**src/rtl/dram_responder.sv**
```systemverilog
// dram_responder
//   Memory-side responder for the TOM DRAM strobe interface. Decodes the
//   RAS/CAS/WE/OE strobes into single 64-bit word requests for the SDRAM
//   backend, returns read data toward TOM and signals completion on ram_rdy.
//
// Ports
//   sys_clk, xresetl         clock, asynchronous active-low reset
//   xrasl[1:0], xcasl[1:0]   active-low RAS per bank / CAS strobes
//   xma                      multiplexed row/column address
//   xwel[7:0]                active-low byte write enables
//   xoel[2:0]                active-low output enables (bit 0 gates read drive)
//   xd_out                   write data from TOM
//   xd_in, xd_oe             read data toward TOM and its per-bit drive enables
//   ram_rdy                  data valid / write accepted
//   mem_req/we/addr/be/wdata backend request, held stable until mem_ack
//   mem_rdata, mem_ack       backend read data and one-cycle completion pulse
//   refresh                  one-cycle pulse per CAS-before-RAS cycle
//   proto_err                sticky protocol error flag
module dram_responder #(
    parameter int ROW_W = 11,
    parameter int COL_W = 10
) (
    input  logic                   sys_clk,
    input  logic                   xresetl,
    input  logic [1:0]             xrasl,
    input  logic [1:0]             xcasl,
    input  logic [ROW_W-1:0]       xma,
    input  logic [7:0]             xwel,
    input  logic [2:0]             xoel,
    input  logic [63:0]            xd_out,
    output logic [63:0]            xd_in,
    output logic [63:0]            xd_oe,
    output logic                   ram_rdy,
    output logic                   mem_req,
    output logic                   mem_we,
    output logic [ROW_W+COL_W:0]   mem_addr,
    output logic [7:0]             mem_be,
    output logic [63:0]            mem_wdata,
    input  logic [63:0]            mem_rdata,
    input  logic                   mem_ack,
    output logic                   refresh,
    output logic                   proto_err
);

    typedef enum logic [2:0] {IDLE, REFR, ROWOPEN, REQ, DATA} state_t;

    state_t state_q, state_d;

    logic [1:0]       ras_q, ras_qq, cas_q, cas_qq;
    logic [ROW_W-1:0] xma_q;
    logic [7:0]       xwel_q;
    logic [63:0]      xd_out_q;
    logic             bank_q;
    logic [ROW_W-1:0] row_q;
    logic             abort_q;

    logic [1:0] ras_fall, ras_rise;
    logic       cas_fall_any, cas_rise_any, bank_ras_high;
    logic       open_row, start_cbr, latch_cas, take_ack, set_err, abort_now;

    // Only xoel[0] participates in DRAM read drive.
    logic unused_oel;
    assign unused_oel = &{1'b0, xoel[2:1]};

    // Edges are taken between two registered copies, so the address, write
    // enables and data are registered alongside to stay aligned with them.
    assign ras_fall      = ras_qq & ~ras_q;
    assign ras_rise      = ~ras_qq & ras_q;
    assign cas_fall_any  = |(cas_qq & ~cas_q);
    assign cas_rise_any  = |(~cas_qq & cas_q);
    assign bank_ras_high = ras_q[bank_q];

    always_ff @(posedge sys_clk or negedge xresetl) begin
        if (!xresetl) begin
            ras_q    <= '1;
            ras_qq   <= '1;
            cas_q    <= '1;
            cas_qq   <= '1;
            xma_q    <= '0;
            xwel_q   <= '1;
            xd_out_q <= '0;
        end else begin
            ras_q    <= xrasl;
            ras_qq   <= ras_q;
            cas_q    <= xcasl;
            cas_qq   <= cas_q;
            xma_q    <= xma;
            xwel_q   <= xwel;
            xd_out_q <= xd_out;
        end
    end

    always_ff @(posedge sys_clk or negedge xresetl) begin
        if (!xresetl) state_q <= IDLE;
        else          state_q <= state_d;
    end

    always_comb begin
        state_d   = state_q;
        open_row  = 1'b0;
        start_cbr = 1'b0;
        latch_cas = 1'b0;
        take_ack  = 1'b0;
        set_err   = 1'b0;
        abort_now = 1'b0;
        case (state_q)
            IDLE: begin
                if (|ras_fall) begin
                    if (!(&cas_q)) begin
                        start_cbr = 1'b1;
                        state_d   = REFR;
                    end else begin
                        open_row = 1'b1;
                        set_err  = &ras_fall;
                        state_d  = ROWOPEN;
                    end
                end
            end
            REFR: begin
                if (&ras_q) state_d = IDLE;
            end
            ROWOPEN: begin
                if (bank_ras_high) begin
                    state_d = IDLE;
                end else if (cas_fall_any) begin
                    latch_cas = 1'b1;
                    state_d   = REQ;
                end
            end
            REQ: begin
                // A strobe release mid-request never cancels the backend
                // access; it only suppresses the ram_rdy handshake.
                abort_now = cas_rise_any | ras_rise[bank_q];
                set_err   = abort_now;
                if (mem_ack) begin
                    take_ack = 1'b1;
                    if (abort_q || abort_now)
                        state_d = bank_ras_high ? IDLE : ROWOPEN;
                    else
                        state_d = DATA;
                end
            end
            DATA: begin
                if (&cas_q) state_d = bank_ras_high ? IDLE : ROWOPEN;
            end
            default: state_d = IDLE;
        endcase
    end

    always_ff @(posedge sys_clk or negedge xresetl) begin
        if (!xresetl) begin
            bank_q    <= 1'b0;
            row_q     <= '0;
            mem_addr  <= '0;
            mem_we    <= 1'b0;
            mem_be    <= '0;
            mem_wdata <= '0;
            xd_in     <= '0;
            refresh   <= 1'b0;
            proto_err <= 1'b0;
            abort_q   <= 1'b0;
        end else begin
            refresh <= start_cbr;
            if (set_err) proto_err <= 1'b1;
            if (open_row) begin
                bank_q <= ~ras_fall[0];
                row_q  <= xma_q;
            end
            if (latch_cas) begin
                mem_addr  <= {bank_q, row_q, xma_q[COL_W-1:0]};
                mem_we    <= ~(&xwel_q);
                mem_be    <= ~xwel_q;
                mem_wdata <= xd_out_q;
                abort_q   <= 1'b0;
            end else if (abort_now) begin
                abort_q <= 1'b1;
            end
            if (take_ack && !mem_we) xd_in <= mem_rdata;
        end
    end

    assign mem_req = (state_q == REQ);
    assign ram_rdy = (state_q == DATA);
    assign xd_oe   = (state_q == DATA && !mem_we && !xoel[0]) ? '1 : '0;

endmodule

```
**config.mk**
```make
export PLATFORM = sky130hd
export DESIGN_NAME = dram_responder
export DESIGN_NICKNAME = d
export VERILOG_FILES = /design/src/rtl/dram_responder.sv
export SDC_FILE = /design/constraint.sdc
export NUM_CORES = 1
export LEC_CHECK = 0
export ABC_CLOCK_PERIOD_IN_PS = 6400
export BUFFER_PORTS_ARGS = -buffer_cell sky130_fd_sc_hd__clkbuf_2
export CAP_MARGIN = 30
export CORE_AREA = 8 8 166 168
export DETAILED_ROUTE_END_ITERATION = 10
export DIE_AREA = 0 0 174 176
export PLACE_DENSITY = 0.67
export SYNTH_ARGS = -nofsm -noshare
export SYNTH_HDL_FRONTEND = slang
export SYNTH_SLANG_ARGS = --single-unit
```
**constraint.sdc**
```tcl
create_clock -name sys_clk -period 6.4 [get_ports sys_clk]
set_clock_uncertainty 0.2 [all_clocks]
set_input_delay 0.64 -clock sys_clk [delete_from_list [all_inputs] [get_ports sys_clk]]
set_output_delay 0.64 -clock sys_clk [all_outputs]
set_load 0.05 [all_outputs]
```
==> results of run 1 <==
state kept, by name, summed over array words and instances (netlist names):
signal / cells
bank_q: 1
mem_wdata: 64
cas_q: 2
cas_qq: 2
mem_be: 8
xwel_q: 8
row_q: 11
mem_we: 1
state_q: 3
xma_q: 11
ras_q: 2
xd_in: 64
ras_qq: 2
abort_q: 1
mem_addr: 22
refresh: 1
xd_out_q: 64
proto_err: 1
final cells by class:
cell class / instances / area, sq um / share of cell area [%]
inverter: 4 / 15.0 / 0.113
clock inverter: 5 / 80.1 / 0.601
antenna: 1 / 2.50 / 0.0188
sequential: 268 / 6730 / 50.5
multi-input combinational: 233 / 2380 / 17.8
timing repair buffer: 471 / 2840 / 21.3
clock buffer: 48 / 877 / 6.58
tap: 330 / 413 / 3.10
worst reg2reg max path, cell delays in order (launching register included):
cell     delay (ns)
dfrtp_1        0.46
nor2b_2        0.15
nand2_1        0.17
nor3b_4        0.20
buf_4          0.66
mux2_2         0.48
metal layers:
metal  routed length [um]  GRT usage [%]
met1                 9070           16.8
met2                11700           25.5
met3                 2410           6.56
met4                  470           3.88
met5                    0              0
cell usage after synthesis:
cell	number	area, sq um
dfrtp_1	252	6310
mux2_2	130	1460
buf_4	65	488
mux2_4	31	465
dfstp_2	16	420
nand2_1	16	60.1
buf_6	12	135
o21ai_0	12	60.1
buf_2	6	30.0
nor2_1	5	18.8
inv_1	4	15.0
nand2b_1	4	25.0
and2_1	3	18.8
nand4_1	3	18.8
a221o_1	2	20.0
nand3_1	2	10.0
nor3_1	2	10.0
nor3b_2	2	25.0
o211ai_1	2	15.0
a21oi_1	1	5.00
and2_2	1	7.51
and2b_1	1	7.51
and4b_1	1	10.0
mux2i_1	1	10.0
nand2_2	1	6.26
nand3_2	1	10.0
nor2b_1	1	6.26
nor2b_2	1	8.76
nor3b_1	1	7.51
o2111ai_1	1	8.76
o21a_1	1	7.51
o21ai_1	1	5.00
o21bai_1	1	7.51
o22a_1	1	8.76
o22ai_1	1	6.26
o31ai_1	1	7.51
o41ai_1	1	8.76
or3_1	1	6.26
path summary, 6_finish.rpt:
path / start / to / depth (start not counted)
max: state_q[1]$_DFFE_PN0P_ / xd_oe[41] / 5
min: xma[6] / xma_q[6]$_DFF_PN0_ / 1
max reg2reg: state_q[2]$_DFFE_PN0P_ / xd_in[12]$_DFFE_PN0P_ / 5
min reg2reg: ras_q[0]$_DFF_PN1_ / ras_qq[0]$_DFF_PN1_ / 0
max in group asynchronous: xresetl / xd_out_q[1]$_DFF_PN0_ / 3
min in group asynchronous: xresetl / xd_in[23]$_DFFE_PN0P_ / 2
power breakdown:
| part | total [mW] | leakage, nW | switching, mW | internal [mW] |
|---|---|---|---|---|
| logic | 3.15 | 3.12 | 2.30 | 0.849 |
| clock network | 1.65 | 0.460 | 0.644 | 1.01 |
| registers | 2.57 | 3.28 | 0.312 | 2.26 |
| total | 7.37 | 6.85 | 3.25 | 4.12 |
metrics by stage:
stage	instances	setup slack (ns)
after floorplan	588	1.43
after global routing	1360	2.91
final	1360	3.09
after CTS	1355	3.03
after global placement	1221	3.36
after detailed placement	1221	3.35
cells by family (layout without fill, tap and decap cells):
kind of cell	count (synthesis)	count (layout)	share of synthesized area, %
flip-flops	268	268	69.0
multiplexers	162	162	19.9
buffers and inverters	87	528	6.85
AND/OR/NAND/NOR	46	46	2.63
AO/OA/AOI/OAI	25	25	1.64
other	0	1	0
repair_timing:
item | in CTS | in global routing
endpoints found under the hold margin | 134 | 3
setup endpoints to repair | 0 | 0
hold buffers | 81 | 3
==> impl_results.html, run 1 <==
<table>
<tr><th>Metric</th><th>Value</th></tr>
<tr><th colspan="2">Outcome</th></tr>
<tr><td>Run status</td><td>finished clean</td></tr>
<tr><th colspan="2">Die</th></tr>
<tr><td>Width of the chip</td><td>around 170 um</td></tr>
<tr><td>Ports</td><td>384</td></tr>
<tr><td>Count of standard-cell rows</td><td>58</td></tr>
<tr><td>Area of the die</td><td>about 0.031 sq mm</td></tr>
<tr><td>Floorplan core area</td><td>0.0248 sq mm</td></tr>
<tr><td>Starting density of the core</td><td>between 30 and 40%</td></tr>
<tr><td>Die outline height</td><td>176 um</td></tr>
<tr><th colspan="2">GRT</th></tr>
<tr><td>Number of global-route vias before repair</td><td>6749</td></tr>
<tr><td>Number of antenna violations at the first check in global routing</td><td>1</td></tr>
<tr><td>First-pass GRT wire length</td><td>37300 um</td></tr>
<tr><td>Overflow left after global routing</td><td>0</td></tr>
<tr><td>Pin count of the biggest net entering global routing</td><td>around 160</td></tr>
<tr><td>Total global routing track utilization</td><td>around 15%</td></tr>
<tr><th colspan="2">Synth</th></tr>
<tr><td>Number of synthesized register bits</td><td>268</td></tr>
<tr><td>Syn nets</td><td>745</td></tr>
<tr><td>Share of synthesized area occupied by flip-flops and latches</td><td>just under 70%</td></tr>
<tr><td>YS warnings</td><td>0</td></tr>
<tr><td>Syn Std Cell Area</td><td>0.00975 sq mm</td></tr>
<tr><td>Post-Syn Area per Cell</td><td>16.6 sq um</td></tr>
<tr><td>Synthesized instance count</td><td>a little under 600</td></tr>
<tr><td>Distinct cells, synth</td><td>38</td></tr>
<tr><th colspan="2">Critical path</th></tr>
<tr><td>Worst Path Class, Setup</td><td>reg2out</td></tr>
<tr><td>Biggest fanout along the worst timing path</td><td>64</td></tr>
<tr><td>Required time at the worst-slack endpoint</td><td>5.56 ns</td></tr>
<tr><td>Critical Path Start Type</td><td>register</td></tr>
<tr><td>Kind of cell with the highest combined delay on the critical path</td><td>buffers and inverters</td></tr>
<tr><td>Crit end category</td><td>output pin</td></tr>
<tr><td>Crit path buf inv count</td><td>2</td></tr>
<tr><td>Worst path arrival time</td><td>2.47 ns</td></tr>
<tr><td>Critical-path cell with the highest stage delay</td><td>dfrtp_1</td></tr>
<tr><td>Stage delay of the slowest cell on the critical path</td><td>roughly 0.46 ns</td></tr>
<tr><td>Setup slack of the most critical reg-to-reg path</td><td>3.95 ns</td></tr>
<tr><td>Worst path cell trace</td><td>nor2_1 &gt; and2_1 &gt; nor3b_4 &gt; buf_4 &gt; clkbuf_2</td></tr>
<tr><th colspan="2">Routing</th></tr>
<tr><td>Routed wire length</td><td>23700 um</td></tr>
<tr><td>Count of TritonRoute iterations in the first routing pass</td><td>4</td></tr>
<tr><td>Final ANT Viol Nets</td><td>0</td></tr>
<tr><td>DR WL/cell</td><td>between 15 and 20 um</td></tr>
<tr><td>Detailed Route Iter0 Violations</td><td>between 200 and 300</td></tr>
<tr><td>Remaining design rule violation count</td><td>0</td></tr>
<tr><td>Vias per inst</td><td>4.47</td></tr>
<tr><td>Via count</td><td>6077</td></tr>
<tr><th colspan="2">Clock tree</th></tr>
<tr><td>Clock edge transition at the registers on the reported setup and hold paths</td><td>roughly 0.060 ns</td></tr>
<tr><td>Post-CTS Resized</td><td>0</td></tr>
<tr><td>Total setup buffers inserted after CTS</td><td>0</td></tr>
<tr><td>Clk Tree Root Cell</td><td>clkbuf_16</td></tr>
<tr><td>Clock Sink Count</td><td>268</td></tr>
<tr><td>Clock tree from TritonCTS</td><td>done</td></tr>
<tr><td>Inserted Clock Buffers</td><td>29</td></tr>
<tr><td>Max H-tree Level</td><td>1</td></tr>
<tr><td>Max Root-Sink Buffers</td><td>3</td></tr>
<tr><td>Clk_lat worst skew</td><td>0.53 ns</td></tr>
<tr><th colspan="2">Timing</th></tr>
<tr><td>Hold Worst Slack</td><td>~0.034 ns</td></tr>
<tr><td>Hold Fails Final Rpt</td><td>0</td></tr>
<tr><td>Setup TNS Final</td><td>0 ns</td></tr>
<tr><td>Transition time at the pin with the least slew margin</td><td>0.857 ns</td></tr>
<tr><td>Max Slew Vio Count</td><td>0</td></tr>
<tr><td>Setup violation total in the final timing report</td><td>0</td></tr>
<tr><td>Fin crit period</td><td>3.31 ns</td></tr>
<tr><td>Achievable Freq</td><td>0.302 GHz</td></tr>
<tr><td>Slew HR</td><td>42.8%</td></tr>
<tr><td>Final period utilization</td><td>51.7%</td></tr>
<tr><td>Setup repair after global routing missed its margin</td><td>no</td></tr>
<tr><th colspan="2">Pwr</th></tr>
<tr><td>PD cells</td><td>553 mW/mm^2</td></tr>
<tr><td>Peak supply drop</td><td>roughly 0.39 mV</td></tr>
<tr><td>Post-route total power</td><td>7.37 mW</td></tr>
<tr><td>Leakage power summed over all cells</td><td>6.85 nW</td></tr>
<tr><th colspan="2">Place</th></tr>
<tr><td>IO buf count</td><td>381</td></tr>
<tr><td>DP Area</td><td>0.0115 sq mm</td></tr>
<tr><td>Detailed placer's ending HPWL</td><td>roughly 16000 um</td></tr>
<tr><td>Final GP Congestion</td><td>0.755</td></tr>
<tr><th colspan="2">Finish</th></tr>
<tr><td>Most used cells in the layout excluding fill and tap cells</td><td>380 x clkbuf_2, 252 x dfrtp_1, 130 x mux2_2</td></tr>
<tr><td>Fill cell count</td><td>roughly 2100</td></tr>
<tr><td>Most frequent standard cell in the layout excluding fill and tap cells</td><td>clkbuf_2</td></tr>
<tr><td>Fraction of final layout cells with drive strength greater than 1</td><td>about 60%</td></tr>
<tr><td>Post-route cell area</td><td>0.0133 sq mm</td></tr>
<tr><td>Area grow syn2layout</td><td>36.7%</td></tr>
<tr><td>Utilization after layout</td><td>a little over half</td></tr>
<tr><td>Final-stage net count</td><td>1164</td></tr>
<tr><th colspan="2">Hold path</th></tr>
<tr><td>Hold/Removal Path Class</td><td>in2reg</td></tr>
<tr><th colspan="2">Job</th></tr>
<tr><td>Max capacitance violation total</td><td>0</td></tr>
</table>
No activity file was read; power rests on OpenSTA's default activity.
==> run 2, diff against run 1 <==
- ABC_CLOCK_PERIOD_IN_PS: 6400 -> 2700
- PLACE_DENSITY: 0.67 -> 0.69
- clock period: 6.4 -> 2.7 ns (I/O delays scaled with it)
==> run 2 against run 1 <==
Compared with the run above:
- utilization is 3.7 points higher
- non-clock buffer count is 78 higher
- largest cell class unchanged
- critical path type unchanged
- count of clock-buffer cells in the layout down 8
==> impl_results.html, run 2 (synthesized netlist as in run 1, its figures left out) <==
<table>
<tr><th>Metric</th><th>Value</th></tr>
<tr><th colspan="2">Outcome</th></tr>
<tr><td>Run status</td><td>finished clean</td></tr>
<tr><th colspan="2">Critical path</th></tr>
<tr><td>Worst path arrival time</td><td>2.12 ns</td></tr>
<tr><td>Worst Path Class, Setup</td><td>reg2out</td></tr>
<tr><td>Stage delay of the slowest cell on the critical path</td><td>0.45 ns</td></tr>
<tr><td>Required time at the worst-slack endpoint</td><td>about 2.2 ns</td></tr>
<tr><td>Worst path cell trace</td><td>nor2_4 &gt; and2_4 &gt; nor3b_4 &gt; buf_4 &gt; clkbuf_16 &gt; buf_2</td></tr>
<tr><td>Critical-path cell with the highest stage delay</td><td>dfrtp_1</td></tr>
<tr><td>Biggest fanout along the worst timing path</td><td>32</td></tr>
<tr><td>Crit end category</td><td>output pin</td></tr>
<tr><td>Critical Path Start Type</td><td>register</td></tr>
<tr><th colspan="2">Clock tree</th></tr>
<tr><td>Clock edge transition at the registers on the reported setup and hold paths</td><td>0.06 ns</td></tr>
<tr><td>Inserted Clock Buffers</td><td>29</td></tr>
<tr><td>Clock tree from TritonCTS</td><td>done</td></tr>
<tr><td>Clock Sink Count</td><td>268</td></tr>
<tr><td>Max H-tree Level</td><td>1</td></tr>
<tr><td>Max Root-Sink Buffers</td><td>3</td></tr>
<tr><td>Clk_lat worst skew</td><td>0.53 ns</td></tr>
<tr><td>Clk Tree Root Cell</td><td>clkbuf_16</td></tr>
<tr><th colspan="2">Routing</th></tr>
<tr><td>Count of TritonRoute iterations in the first routing pass</td><td>4</td></tr>
<tr><td>Detailed Route Iter0 Violations</td><td>246</td></tr>
<tr><td>Remaining design rule violation count</td><td>0</td></tr>
<tr><td>Vias per inst</td><td>4.50</td></tr>
<tr><td>Via count</td><td>6475</td></tr>
<tr><td>DR WL/cell</td><td>17.5 um</td></tr>
<tr><td>Final ANT Viol Nets</td><td>0</td></tr>
<tr><td>Routed wire length</td><td>25100 um</td></tr>
<tr><th colspan="2">Hold path</th></tr>
<tr><td>Hold/Removal Path Class</td><td>in2async</td></tr>
<tr><th colspan="2">Timing</th></tr>
<tr><td>Setup violation total in the final timing report</td><td>0</td></tr>
<tr><td>Hold Worst Slack</td><td>0.0953 ns</td></tr>
<tr><td>Transition time at the pin with the least slew margin</td><td>0.520 ns</td></tr>
<tr><td>Slew HR</td><td>65.3%</td></tr>
<tr><td>Hold Fails Final Rpt</td><td>0</td></tr>
<tr><td>Achievable Freq</td><td>0.387 GHz</td></tr>
<tr><td>Max Slew Vio Count</td><td>0</td></tr>
<tr><td>Setup repair after global routing missed its margin</td><td>no</td></tr>
<tr><td>Fin crit period</td><td>2.59 ns</td></tr>
<tr><td>Final period utilization</td><td>a little over nine tenths</td></tr>
<tr><th colspan="2">Pwr</th></tr>
<tr><td>PD cells</td><td>about 1200 mW/mm^2</td></tr>
<tr><td>Internal power of the cells</td><td>9.96 mW</td></tr>
<tr><td>Post-route total power</td><td>17.8 mW</td></tr>
<tr><td>Peak supply drop</td><td>~0.9 mV</td></tr>
<tr><td>Switching portion of total power</td><td>44.0%</td></tr>
<tr><td>Clock share of power</td><td>between 20% and 30%</td></tr>
<tr><td>Leakage power summed over all cells</td><td>7.29 nW</td></tr>
<tr><td>Logic pwr share</td><td>42.8%</td></tr>
<tr><td>Sequential Power Share</td><td>around 34%</td></tr>
<tr><td>Sw Pwr</td><td>between 7 and 8 mW</td></tr>
<tr><th colspan="2">Finish</th></tr>
<tr><td>Fraction of final layout cells with drive strength greater than 1</td><td>56.9%</td></tr>
<tr><td>Fill cell count</td><td>about 1900</td></tr>
<tr><td>Final-stage net count</td><td>1242</td></tr>
<tr><td>Post-route cell area</td><td>0.0142 sq mm</td></tr>
<tr><td>Area grow syn2layout</td><td>46.1%</td></tr>
<tr><td>Most used cells in the layout excluding fill and tap cells</td><td>316 x clkbuf_2, 251 x dfrtp_1, 153 x dlygate4sd3_1</td></tr>
<tr><td>Final cell count without fillers</td><td>roughly 1400</td></tr>
<tr><td>Most frequent standard cell in the layout excluding fill and tap cells</td><td>clkbuf_2</td></tr>
<tr><td>Top flop regs</td><td>mem_wdata: 64 flops, xd_in: 64 flops, xd_out_q: 64 flops</td></tr>
<tr><th colspan="2">GRT</th></tr>
<tr><td>Total global routing track utilization</td><td>15.6%</td></tr>
<tr><td>Number of global-route vias before repair</td><td>7115</td></tr>
<tr><td>Overflow left after global routing</td><td>0</td></tr>
<tr><td>First-pass GRT wire length</td><td>38900 um</td></tr>
<tr><td>Number of antenna violations at the first check in global routing</td><td>1</td></tr>
<tr><td>Pin count of the biggest net entering global routing</td><td>66</td></tr>
<tr><th colspan="2">Die</th></tr>
<tr><td>Width of the chip</td><td>~170 um</td></tr>
<tr><td>Count of standard-cell rows</td><td>between 50 and 60</td></tr>
<tr><td>Starting density of the core</td><td>39.3%</td></tr>
<tr><td>Die outline height</td><td>176 um</td></tr>
<tr><td>Ports</td><td>384</td></tr>
<tr><td>Floorplan core area</td><td>0.0248 sq mm</td></tr>
<tr><td>Area of the die</td><td>0.0306 sq mm</td></tr>
<tr><th colspan="2">Place</th></tr>
<tr><td>Detailed placer's ending HPWL</td><td>roughly 17000 um</td></tr>
<tr><td>IO buf count</td><td>381</td></tr>
<tr><td>DP Cell Count</td><td>between 1000 and 1500</td></tr>
<tr><td>DP Area</td><td>between 0.01 and 0.015 sq mm</td></tr>
<tr><td>Final GP Congestion</td><td>0.767</td></tr>
<tr><th colspan="2">Job</th></tr>
<tr><td>Max capacitance violation total</td><td>0</td></tr>
</table>
-- run 2: cell types whose count changed in the layout (fill, tap and decap cells not counted), sizes merged --
cell         delta
clkbuf         -59
inv             +3
buf            +60
clkinv          +4
bufinv          +2
dlygate4sd3    +69
-- run 2: critical path: cells and delay by family, from the launching register on --
family | cells | cell delay (ns)
buf+inv | 3 | 0.65
simple gates | 3 | 0.48
flops | 1 | 0.45
-- run 2: worst paths after layout --
check                                            start               endpoint  slack [ns]  cells past startpoint
worst max-delay path            state_q[0]$_DFFE_PN0P_              xd_oe[61]        0.11                      6
worst max register to register  state_q[0]$_DFFE_PN0P_  xd_in[47]$_DFFE_PN0P_        0.53                      5
max in group asynchronous                      xresetl    xwel_q[6]$_DFF_PN1_        1.45                      3
worst min register to register      ras_q[1]$_DFF_PN1_    ras_qq[1]$_DFF_PN1_        0.19                      0
min in group sys_clk                           xwel[1]    xwel_q[1]$_DFF_PN1_        0.18                      2
worst min-delay path                           xresetl  xd_in[37]$_DFFE_PN0P_         0.1                      2
-- run 2: power groups by stage --
stage          Combinational (mW)  Clock (mW)  Sequential (mW)
2_1_floorplan                1.52           0             10.1
3_5_place_dp                 7.45           0             6.14
6_report                     7.61        4.07             6.12
5_1_grt                      7.90        4.34             6.29
4_1_cts                      7.66        4.18             6.09
3_3_place_gp                 7.39           0             6.08
-- run 2: repair_timing --
item	CTS	global route
resized for setup	0	77
hold buffers	153	0
hold endpoints to repair	404	0
setup buffers	0	1
setup endpoints to repair	0	64
-- run 2: area by class of cell --
type	instances	area, sq um	area share [%]
Sequential cell	268	6730	47.2
Multi-Input combinational cell	233	2390	16.8
Tap cell	330	413	2.90
Clock inverter	14	186	1.31
Inverter	4	15.0	0.105
Antenna cell	1	2.50	0.0176
Timing Repair Buffer	549	3700	25.9
Clock buffer	40	817	5.74
-- run 2: stage by stage --
stage | TNS, ns | setup WS [ns] | utilization [%]
global route | 0 | 0.0194 | 57.4
CTS | 0 | 0.0107 | 57.1
global placement | 0 | 0.549 | 46.9
floorplan | -41.03 | -0.648 | -
finish | 0 | 0.115 | 57.4
detailed placement | 0 | 0.535 | 46.9
-- run 2: routing by layer --
metal	GRT usage (%)	share of wire [%]	vias up	wire length, um
met2	27.8	51	266	12900
met4	5.56	3.3	0	817
met5	0	0	-	0
li1	-	-	2948	-
met1	16.4	36	3203	9080
met3	6.30	9.1	58	2290
